File: config.mk
export PLATFORM = sky130hd
export DESIGN_NAME = seq_control_p_flat
export DESIGN_NICKNAME = d
export VERILOG_FILES = /design/src/rtl/seq_control_pkg.sv /design/src/rtl/seq_control_if.sv /design/src/rtl/seq_dwell_cnt.sv /design/src/rtl/seq_control_p.sv /design/src/flat_wrapper.sv
export SDC_FILE = /design/constraint.sdc
export NUM_CORES = 1
export LEC_CHECK = 0
export BUFFER_PORTS_ARGS = -buffer_cell sky130_fd_sc_hd__buf_2
export CORE_ASPECT_RATIO = 0.8
export CORE_MARGIN = 1.5
export CORE_UTILIZATION = 51
export CTS_BUF_LIST = sky130_fd_sc_hd__clkbuf_4
export CTS_CLUSTER_DIAMETER = 60
export DETAILED_ROUTE_END_ITERATION = 10
export GPL_TIMING_DRIVEN = 0
export PLACE_DENSITY = 0.81
export SYNTH_ARGS = -nofsm -noshare
export SYNTH_HDL_FRONTEND = slang
export SYNTH_SLANG_ARGS = --single-unit
File: constraint.sdc
create_clock -name CLK -period 1.9 [get_ports CLK]
set_input_delay 0.285 -clock CLK [delete_from_list [all_inputs] [get_ports CLK]]
set_output_delay 0.285 -clock CLK [all_outputs]
set_load 0.1 [all_outputs]
File: src/rtl/seq_control_pkg.sv
// Shared types and helpers for the step sequencer and the datapath decoders that consume its
// one-hot step vector.
package seq_control_pkg;

    localparam int MAX_STEPS = 32;

    typedef enum logic [2:0] {
        ACT_STAY,
        ACT_ADV,
        ACT_HOLD,
        ACT_SRESET,
        ACT_RECOVER
    } act_e;

    function automatic int idx_w(input int n);
        return (n <= 2) ? 1 : $clog2(n);
    endfunction

    function automatic bit params_ok(input int n, input int dw, input int bs,
                                     input int bt, input int lp);
        return (n >= 3) && (n <= MAX_STEPS) && (dw >= 1) &&
               (bs >= 1) && (bs <= n - 2) &&
               (bt >= bs + 1) && (bt <= n - 1) &&
               (lp >= 1) && (lp <= n - 1);
    endfunction

    // OR-reduction of indices: exact for a one-hot input, which is all callers ever pass.
    function automatic logic [4:0] oh2bin(input logic [31:0] oh);
        logic [4:0] b;
        b = '0;
        for (int i = 0; i < MAX_STEPS; i++) begin
            if (oh[i]) b = b | 5'(i);
        end
        return b;
    endfunction

    function automatic logic [31:0] bin2oh(input logic [4:0] b);
        return 32'h1 << b;
    endfunction

    function automatic bit is_onehot(input logic [31:0] v);
        return (v != '0) && ((v & (v - 32'd1)) == '0);
    endfunction

endpackage

File: src/rtl/seq_control_if.sv
// Control inputs and step outputs of the sequencer; master drives requests, slave is the sequencer.
interface seq_control_if #(
    parameter int N_STEPS = 6,
    parameter int DWELL_W = 4
) ();
    localparam int IW = seq_control_pkg::idx_w(N_STEPS);

    logic               SRESET;
    logic               OVERFLOW;
    logic               CLR;
    logic               STOP;
    logic               HOLD;
    logic [DWELL_W-1:0] DWELL;
    logic [N_STEPS-1:0] S;
    logic [IW-1:0]      STEP_IDX;
    logic               BUSY;
    logic               WRAP;
    logic [7:0]         LOOP_CNT;

    modport master (
        output SRESET, OVERFLOW, CLR, STOP, HOLD, DWELL,
        input  S, STEP_IDX, BUSY, WRAP, LOOP_CNT
    );

    modport slave (
        input  SRESET, OVERFLOW, CLR, STOP, HOLD, DWELL,
        output S, STEP_IDX, BUSY, WRAP, LOOP_CNT
    );
endinterface

File: src/rtl/seq_dwell_cnt.sv
// Loadable dwell down-counter with clear and hold; zero_o flags that the current step may advance.
// Counter stops at zero rather than wrapping.
module seq_dwell_cnt #(
    parameter int W = 4
) (
    input  logic         clk,
    input  logic         rst_n,
    input  logic         clr_i,
    input  logic         hold_i,
    input  logic         load_i,
    input  logic [W-1:0] load_val_i,
    output logic         zero_o
);
    logic [W-1:0] cnt_q, cnt_d;

    always_comb begin
        cnt_d = cnt_q;
        if (clr_i) begin
            cnt_d = '0;
        end else if (!hold_i) begin
            if (load_i)            cnt_d = load_val_i;
            else if (cnt_q != '0)  cnt_d = cnt_q - W'(1);
        end
    end

    always_ff @(posedge clk or negedge rst_n) begin
        if (!rst_n) cnt_q <= '0;
        else        cnt_q <= cnt_d;
    end

    assign zero_o = (cnt_q == '0);
endmodule

File: src/rtl/seq_control_p.sv
// Parametrised one-hot step sequencer with per-step dwell, hold, branch, loop-back and loop counter.
// All outputs registered; step 0 leaves one cycle after OVERFLOW.
module seq_control_p
    import seq_control_pkg::*;
#(
    parameter int N_STEPS       = 6,
    parameter int DWELL_W       = 4,
    parameter int BRANCH_STEP   = 2,
    parameter int BRANCH_TARGET = 5,
    parameter int LOOP_STEP     = 1
) (
    input  logic          CLK,
    input  logic          RESET_N,
    seq_control_if.slave  bus
);
    localparam int IW = idx_w(N_STEPS);

    if (!params_ok(N_STEPS, DWELL_W, BRANCH_STEP, BRANCH_TARGET, LOOP_STEP)) begin : g_bad_params
        $error("seq_control_p: illegal parameter combination");
    end

    logic [N_STEPS-1:0] s_q, s_d;
    logic [IW-1:0]      idx_q, idx_d;
    logic               busy_q, busy_d;
    logic               wrap_q, wrap_d;
    logic [7:0]         loop_q, loop_d;
    logic [31:0]        s_ext;
    logic [4:0]         cur_idx, nxt_idx;
    logic               legal, cnt_zero, cnt_clr, cnt_hold, cnt_load;
    act_e               act;

    seq_dwell_cnt #(.W(DWELL_W)) u_dwell (
        .clk        (CLK),
        .rst_n      (RESET_N),
        .clr_i      (cnt_clr),
        .hold_i     (cnt_hold),
        .load_i     (cnt_load),
        .load_val_i (bus.DWELL),
        .zero_o     (cnt_zero)
    );

    always_comb begin
        s_ext              = '0;
        s_ext[N_STEPS-1:0] = s_q;
        cur_idx            = oh2bin(s_ext);
        legal              = is_onehot(s_ext);

        // Branch and wrap targets; CLR and STOP only matter on these two advances.
        if (s_q[0])                               nxt_idx = 5'd1;
        else if (cur_idx == 5'(BRANCH_STEP))      nxt_idx = bus.CLR ? 5'(BRANCH_TARGET) : 5'(BRANCH_STEP + 1);
        else if (cur_idx == 5'(N_STEPS - 1))      nxt_idx = bus.STOP ? 5'd0 : 5'(LOOP_STEP);
        else                                      nxt_idx = cur_idx + 5'd1;

        if (bus.SRESET)                                   act = ACT_SRESET;
        else if (!legal)                                  act = ACT_RECOVER;
        else if (bus.HOLD)                                act = ACT_HOLD;
        else if (s_q[0] ? bus.OVERFLOW : cnt_zero)        act = ACT_ADV;
        else                                              act = ACT_STAY;

        s_d      = s_q;
        idx_d    = idx_q;
        busy_d   = busy_q;
        wrap_d   = 1'b0;
        loop_d   = loop_q;
        cnt_clr  = 1'b0;
        cnt_hold = 1'b0;
        cnt_load = 1'b0;

        case (act)
            ACT_SRESET, ACT_RECOVER: begin
                s_d     = '0;
                s_d[0]  = 1'b1;
                idx_d   = '0;
                busy_d  = 1'b0;
                cnt_clr = 1'b1;
                if (act == ACT_SRESET) loop_d = '0;
            end
            ACT_HOLD: cnt_hold = 1'b1;
            ACT_ADV: begin
                for (int k = 0; k < N_STEPS; k++) s_d[k] = (5'(k) == nxt_idx);
                idx_d    = nxt_idx[IW-1:0];
                busy_d   = (nxt_idx != 5'd0);
                cnt_load = (nxt_idx != 5'd0);
                if (s_q[N_STEPS-1]) begin
                    wrap_d = 1'b1;
                    if (loop_q != 8'hFF) loop_d = loop_q + 8'd1;
                end
            end
            default: ;
        endcase
    end

    always_ff @(posedge CLK or negedge RESET_N) begin
        if (!RESET_N) begin
            s_q    <= N_STEPS'(1);
            idx_q  <= '0;
            busy_q <= 1'b0;
            wrap_q <= 1'b0;
            loop_q <= '0;
        end else begin
            s_q    <= s_d;
            idx_q  <= idx_d;
            busy_q <= busy_d;
            wrap_q <= wrap_d;
            loop_q <= loop_d;
        end
    end

    assign bus.S        = s_q;
    assign bus.STEP_IDX = idx_q;
    assign bus.BUSY     = busy_q;
    assign bus.WRAP     = wrap_q;
    assign bus.LOOP_CNT = loop_q;
endmodule

File: src/flat_wrapper.sv
// flat-port wrapper written by rule: the top's interface ports become plain ports
module seq_control_p_flat import seq_control_pkg::*;
#(
    parameter int N_STEPS       = 6,
    parameter int DWELL_W       = 4,
    parameter int BRANCH_STEP   = 2,
    parameter int BRANCH_TARGET = 5,
    parameter int LOOP_STEP     = 1
)
  (CLK, RESET_N, bus_SRESET, bus_OVERFLOW, bus_CLR, bus_STOP, bus_HOLD, bus_DWELL, bus_S, bus_STEP_IDX, bus_BUSY, bus_WRAP, bus_LOOP_CNT);
  seq_control_if #(.N_STEPS(N_STEPS), .DWELL_W(DWELL_W)) bus_i ();
  input  logic CLK;
  input  logic RESET_N;
  input wire logic [$bits(bus_i.SRESET)-1:0] bus_SRESET;
  input wire logic [$bits(bus_i.OVERFLOW)-1:0] bus_OVERFLOW;
  input wire logic [$bits(bus_i.CLR)-1:0] bus_CLR;
  input wire logic [$bits(bus_i.STOP)-1:0] bus_STOP;
  input wire logic [$bits(bus_i.HOLD)-1:0] bus_HOLD;
  input wire logic [$bits(bus_i.DWELL)-1:0] bus_DWELL;
  output wire logic [$bits(bus_i.S)-1:0] bus_S;
  output wire logic [$bits(bus_i.STEP_IDX)-1:0] bus_STEP_IDX;
  output wire logic [$bits(bus_i.BUSY)-1:0] bus_BUSY;
  output wire logic [$bits(bus_i.WRAP)-1:0] bus_WRAP;
  output wire logic [$bits(bus_i.LOOP_CNT)-1:0] bus_LOOP_CNT;
  assign bus_i.SRESET = bus_SRESET;
  assign bus_i.OVERFLOW = bus_OVERFLOW;
  assign bus_i.CLR = bus_CLR;
  assign bus_i.STOP = bus_STOP;
  assign bus_i.HOLD = bus_HOLD;
  assign bus_i.DWELL = bus_DWELL;
  assign bus_S = bus_i.S;
  assign bus_STEP_IDX = bus_i.STEP_IDX;
  assign bus_BUSY = bus_i.BUSY;
  assign bus_WRAP = bus_i.WRAP;
  assign bus_LOOP_CNT = bus_i.LOOP_CNT;
  seq_control_p #(.N_STEPS(N_STEPS), .DWELL_W(DWELL_W), .BRANCH_STEP(BRANCH_STEP), .BRANCH_TARGET(BRANCH_TARGET), .LOOP_STEP(LOOP_STEP)) u_core (.CLK(CLK), .RESET_N(RESET_N), .bus(bus_i));
endmodule
## Yosys cells after proc, flatten, opt, wreduce, memory -nomap -nowiden

Cells that the tools add are included.

- Register bits after elaboration: 23
- Input bits: 11
- Logic and storage cells: 70

- $add $sub $neg: 4
- Equal/unequal tests: 16
- Multiplexer cells: 31
- Bitwise gates (word level): 1
- Reduce and logical (&&, ||, !) cells: 12

Operators with widths:

| cell | count |
|---|---|
| $and A6 B32 Y32 | 1 |
| $logic_not A32 Y1 | 1 |
| $mux W8 | 3 |
| $mux W3 | 6 |
| $mux W4 | 4 |
| $pmux W8 S2 | 1 |
| $mux W5 | 3 |
| $pmux W6 S2 | 1 |
| $eq A2 B5 Y1 const A | 2 |
| $eq A3 B5 Y1 const A | 2 |
| $mux W1 | 9 |
| $add A8 B1 Y8 const B | 1 |
| $ne A2 B1 Y1 const B | 4 |
| $ne A8 B8 Y1 const B | 1 |
| $sub A6 B1 Y7 const B | 1 |
| $eq A3 B2 Y1 const B | 2 |
| $pmux W3 S2 | 1 |
| $reduce_bool A6 Y1 | 1 |
| $add A5 B1 Y5 const B | 1 |
| $eq A1 B5 Y1 const A | 1 |
| $eq A5 B2 Y1 const B | 1 |
| $eq A5 B3 Y1 const B | 1 |
| $logic_not A5 Y1 | 1 |
| $reduce_bool A5 Y1 | 1 |
| 13 further kinds | 14 |

## Longest topological paths before layout

- Word-level depth: 14
- Gate-level depth with buffers: 8
- Mapped depth without buffers: 8

## Cells and area by module

Synthesis repeated with hierarchy kept, for this count alone.

- Cells, all modules: 162
- Area, all modules: 1,465.2 µm²

Modules (own cells, without submodules):

| module | times used | cells an instance | area each (µm²) | seq. area each (µm²) |
|---|---|---|---|---|
| seq_control_p | 1 | 128 | 1,152.4 | 476.7 |
| seq_dwell_cnt | 1 | 34 | 312.8 | 100.1 |

## Least setup slack after synthesis

No wires, ideal clock.

- Path type: register to register
- Start: register u_core.s_q[3], in the netlist u_core.bus.S[3]
- End: register u_core.loop_q[1], in the netlist u_core.bus.LOOP_CNT[1]
- Library setup time: 130 ps
- Arrival time: 2,426 ps
- Slack: -656 ps
- Stages on the path, launching flop included: 8
- Path buffers: 1
- Cells stage by stage: dfrtp_1 -> buf_2 -> nor4b_1 -> a211oi_1 -> o31a_4 -> a311oi_2 -> mux2i_1 -> nor2_1

- Cells in the longest elaborated chain, start to end: 10

Ends and longest elaborated chain:

| what | RTL line | RTL |
|---|---|---|
| start: declaration | seq_control_p.sv:22 | `logic [N_STEPS-1:0] s_q, s_d;` |
| start signal: assignment | seq_control_p.sv:95 | `s_q <= N_STEPS'(1);` |
| start signal: assignment | seq_control_p.sv:101 | `s_q <= s_d;` |
| $sub A6 B1 Y7 | seq_control_pkg.sv:42 | `return (v != '0) && ((v & (v - 32'd1)) == '0);` |
| $and A6 B32 Y32 | seq_control_pkg.sv:42 |  |
| $logic_not A32 Y1 | seq_control_pkg.sv:42 |  |
| $logic_and A1 B1 Y1 * | seq_control_pkg.sv:42 |  |
| $mux W3 * | seq_control_p.sv:55 | `else if (!legal) act = ACT_RECOVER;` |
| $mux W3 * | seq_control_p.sv:54 | `if (bus.SRESET) act = ACT_SRESET;` |
| $eq A3 B3 Y1 or $eq A3 B2 Y1 (tied branches) | seq_control_p.sv:69, seq_control_p.sv:76 |  |
| $reduce_or A2 Y1 | seq_control_p.sv:69 | `case (act)` |
| $ne A2 B1 Y1 (no line) or $reduce_bool A2 Y1 (tied branches) | n/a |  |
| $reduce_and A4 Y1 (no line) | n/a |  |
| end signal: assignment | seq_control_p.sv:105 | `loop_q <= loop_d;` |
| end: declaration | seq_control_p.sv:26 | `logic [7:0] loop_q, loop_d;` |

Mark *: on every way between the ends. The rest lies on a longest branch, timed or not.
A chain may end at the register's enable or synchronous reset.

## Worst setup path after layout

- Start: register u_core.u_dwell.cnt_q[1]
- End: register u_core.loop_q[7], in the netlist u_core.bus.LOOP_CNT[7]

- Cells in the longest elaborated chain, start to end: 10

Ends and longest elaborated chain:

| what | RTL line | RTL |
|---|---|---|
| start: declaration | seq_dwell_cnt.sv:14 | `logic [W-1:0] cnt_q, cnt_d;` |
| start signal: assignment | seq_dwell_cnt.sv:28 | `else cnt_q <= cnt_d;` |
| $logic_not A4 Y1 * | seq_dwell_cnt.sv:31 | `assign zero_o = (cnt_q == '0);` |
| $mux W1 * (2 in series) | seq_control_p.sv:57 | `else if (s_q[0] ? bus.OVERFLOW : cnt_zero) act = ACT_ADV;` |
| $mux W3 * | seq_control_p.sv:56 | `else if (bus.HOLD) act = ACT_HOLD;` |
| $mux W3 * | seq_control_p.sv:55 |  |
| $mux W3 * | seq_control_p.sv:54 |  |
| $eq A3 B3 Y1 or $eq A3 B2 Y1 (tied branches) | seq_control_p.sv:69, seq_control_p.sv:76 |  |
| $reduce_or A2 Y1 | seq_control_p.sv:69 |  |
| $ne A2 B1 Y1 (no line) or $reduce_bool A2 Y1 (tied branches) | n/a |  |
| $reduce_and A4 Y1 (no line) | n/a |  |

Marked as above.

==> impl_metrics.toml <==
[outcome]
status = "finished, violations left"
violations = "setup timing"

[synthesis]
synth_edf_count = 0
synth_area_leaders = "dfrtp_1, a21oi_1, nor2_1"
synth_xor_xnor_area_share_pct = 4.210
netlist.area_leader.share_pct = 37.80
synth_area_mm2 = 0.001456
yosys.area_share.adder_pct = 2.577
ys_seq_area_share_pct = 39.60
syn_nets = 185
ys_ff_latch = 23
synthMuxAreaShare_pct = 1.375
synth_compound_area_share_pct = 20.79
async_reset_ff_share_pct = 100.0
synth_cell_types = 42
synth.avg_cell_area_um2 = 8.517
ys_warn_count = 0
synth.largest_area_cell = "dfrtp_1"
synth_top_family_by_area = "simple AND/OR/NAND/NOR gates"
synth_cells = 171
synth_common_cells = "dfrtp_1, nor2_1, a21oi_1"
synth-main-ff-cell = "dfrtp_1"
yosys.area_share.simple_pct = 26.12

[routing]
viasPerCell = 6.133
drt_iter0_drc = 90
wl_per_cell_um = 17.56
drt-total-wl_mm = 4.496
drcViolationCount = 0
drtPass1Iterations = 4
route.vias.total = 1570
antenna_left = 0

[global_routing]
grt_pass1_vias = 1394
grt_pass1_wl_mm = 6.596
antenna_found_initial = 0
grt_usage_pct = 26.38
grt_max_degree = 24
overflow = 0

[finish]
antenna_cells = 0
area_growth_pct = 49.57
drive_gt1_share_pct = 48.17
num-nets-final = 233

[clock_network]
clkLatencyLatePin_ns = 0.32
path_clk_slew_ns = 0.13
ctsLongestPathBuffers = 2
clock-root-buffer = "clkbuf_4"
numCtsBuffers = 3
h-tree-depth = 1
cts_sinks = 23
cts_tree = "yes"

[power]
p_total_mw = 1.361
peakVddDrop_mv = 0.4305
power_density_mw_per_mm2 = 624.6
leakagePower_nw = 0.8897

[die]
io_pins = 30
num_rows = 17
start_util_pct = 53.08
core_area_mm2 = 0.002744
die-height_um = 50.80
die_w_um = 62.75
dieArea_mm2 = 0.003187

[worst_setup_path]
startpoint_type = "register"
cp.arrival_ns = 2.36
crit_type = "reg -> reg"
worstPathMaxFanout = 5
r2r_cells = 9
cp-end-kind = "register"
critPathRequiredTime_ns = 2.11
r2r_slack_ns = -0.25

[timing]
timing_worst_slew_pin_value_ns = 0.6362
fmax_mhz = 465.0
skew_ns = 0.005996
hold_viol = 0
worst_slack_ns = -0.2504
timing.final.crit_period_ns = 2.150
finalHoldWorstSlack_ns = 0.1933
slew_headroom_pct = 57.05
finalSetupTns_ns = -3.397
rsz0062_at_grt = "yes"
finalMaxSlewViolations = 0
fin_crit_sh_pct = 113.2
setup_viol = 23

[worst_hold_path]
hold_depth = 3
min_path_type = "in -> reg"

[placed_design]
routabilityCongestion = 0.8435
dp_slack_ns = -0.3684
dpl.hpwl_mm = 2.661
port_buffers = 28

[flow_run]
drv_cap = 0
[report_power, final]
part           total (mW)  internal (mW)  switching, mW
Combinational       0.570          0.227          0.343
Clock               0.240         0.0790          0.161
Sequential          0.550          0.520         0.0300
[path summary, 6_finish.rpt]
path                                                  endpoint                                start
setup / recovery            u_core.bus.LOOP_CNT[7]$_DFFE_PN0P_  u_core.u_dwell.cnt_q[1]$_DFFE_PN0P_
max in group asynchronous          u_core.bus.S[5]$_DFFE_PN0P_                              RESET_N
min in group asynchronous          u_core.bus.BUSY$_DFFE_PN0P_                              RESET_N
setup reg to reg            u_core.bus.LOOP_CNT[7]$_DFFE_PN0P_  u_core.u_dwell.cnt_q[1]$_DFFE_PN0P_
hold reg to reg                    u_core.bus.BUSY$_DFFE_PN0P_          u_core.bus.BUSY$_DFFE_PN0P_
hold / removal             u_core.u_dwell.cnt_q[0]$_DFFE_PN0P_                         bus_DWELL[0]
[state kept, by name, summed over array words and instances, names as in the netlist]
signal	count
u_core.bus.STEP_IDX	3
u_core.bus.S	6
u_core.u_dwell.cnt_q	4
u_core.bus.BUSY	1
u_core.bus.LOOP_CNT	8
u_core.bus.WRAP	1
[per-layer routing]
metal	up-vias	share of wire (%)	global-route usage, %	wire [µm]
met5	-	0	0	0
met4	0	1.1	5.556	49
met3	8	5.4	5.830	244
met2	75	53	47.13	2377
met1	777	41	33.05	1825
li1	710	-	-	-
[per-stage QoR]
stage / cell area [µm²] / utilization, % / cells
after floorplan: 1625 / - / 171
after global placement: 1813 / 66.07 / 237
after detailed placement: 1813 / 66.07 / 237
after CTS: 2024 / 73.78 / 251
after global routing: 2178 / 79.39 / 256
final: 2178 / 79.39 / 256
[final cells by class]
type	count	area [µm²]
buffer	10	102.6
inverter	6	22.52
multi-input combinational	131	1087
tap	38	47.55
timing repair buffer	44	287.8
sequential	23	603.1
clock buffer	3	22.52
clock inverter	1	5.005
fill	169	565.5
[cell usage in the layout, fill, tap and decap left out, types with 4 or more instances in the layout]
cell / synthesis / final
o21ai_1: 0 / 4
buf_2: 8 / 30
inv_1: 6 / 4
and3_1: 4 / 4
nor2_4: 0 / 4
xnor2_1: 6 / 6
buf_4: 0 / 12
buf_6: 0 / 6
nor2_1: 22 / 16
a21oi_2: 0 / 8
dfrtp_4: 0 / 5
a21oi_1: 17 / 9
nand2_1: 15 / 13
nand3_1: 8 / 7
dfrtp_1: 22 / 14
[what timing repair did]
| item | in CTS | in global routing |
|---|---|---|
| hold endpoints to repair | 22 | 0 |
| hold buffers | 1 | 0 |
| endpoints found under the setup margin | 23 | 23 |
| resized for setup | 20 | 30 |
| pin swaps | 6 | 7 |
| setup buffers | 10 | 4 |
| cloned | 1 | 1 |
[critical path: stages (launching register included)]
cell and delay, ns:
dfrtp_1 0.42, inv_2 0.09, ha_4 0.12, or4b_4 0.48
a21oi_4 0.22, buf_4 0.16, nand3_4 0.12, nor3_4 0.22
xnor2_1 0.14, nor2_1 0.05
[cells by family (layout without fill, tap and decap cells)]
group | count (synthesis) | count (layout)
AND/OR/NAND/NOR | 75 | 75
AO/OA/AOI/OAI | 43 | 44
flip-flops | 23 | 23
buffers and inverters | 18 | 64
XOR/XNOR | 7 | 7
adder cells (fa/ha/maj) | 3 | 3
multiplexers | 2 | 2
(Power assumes the default switching activity.)
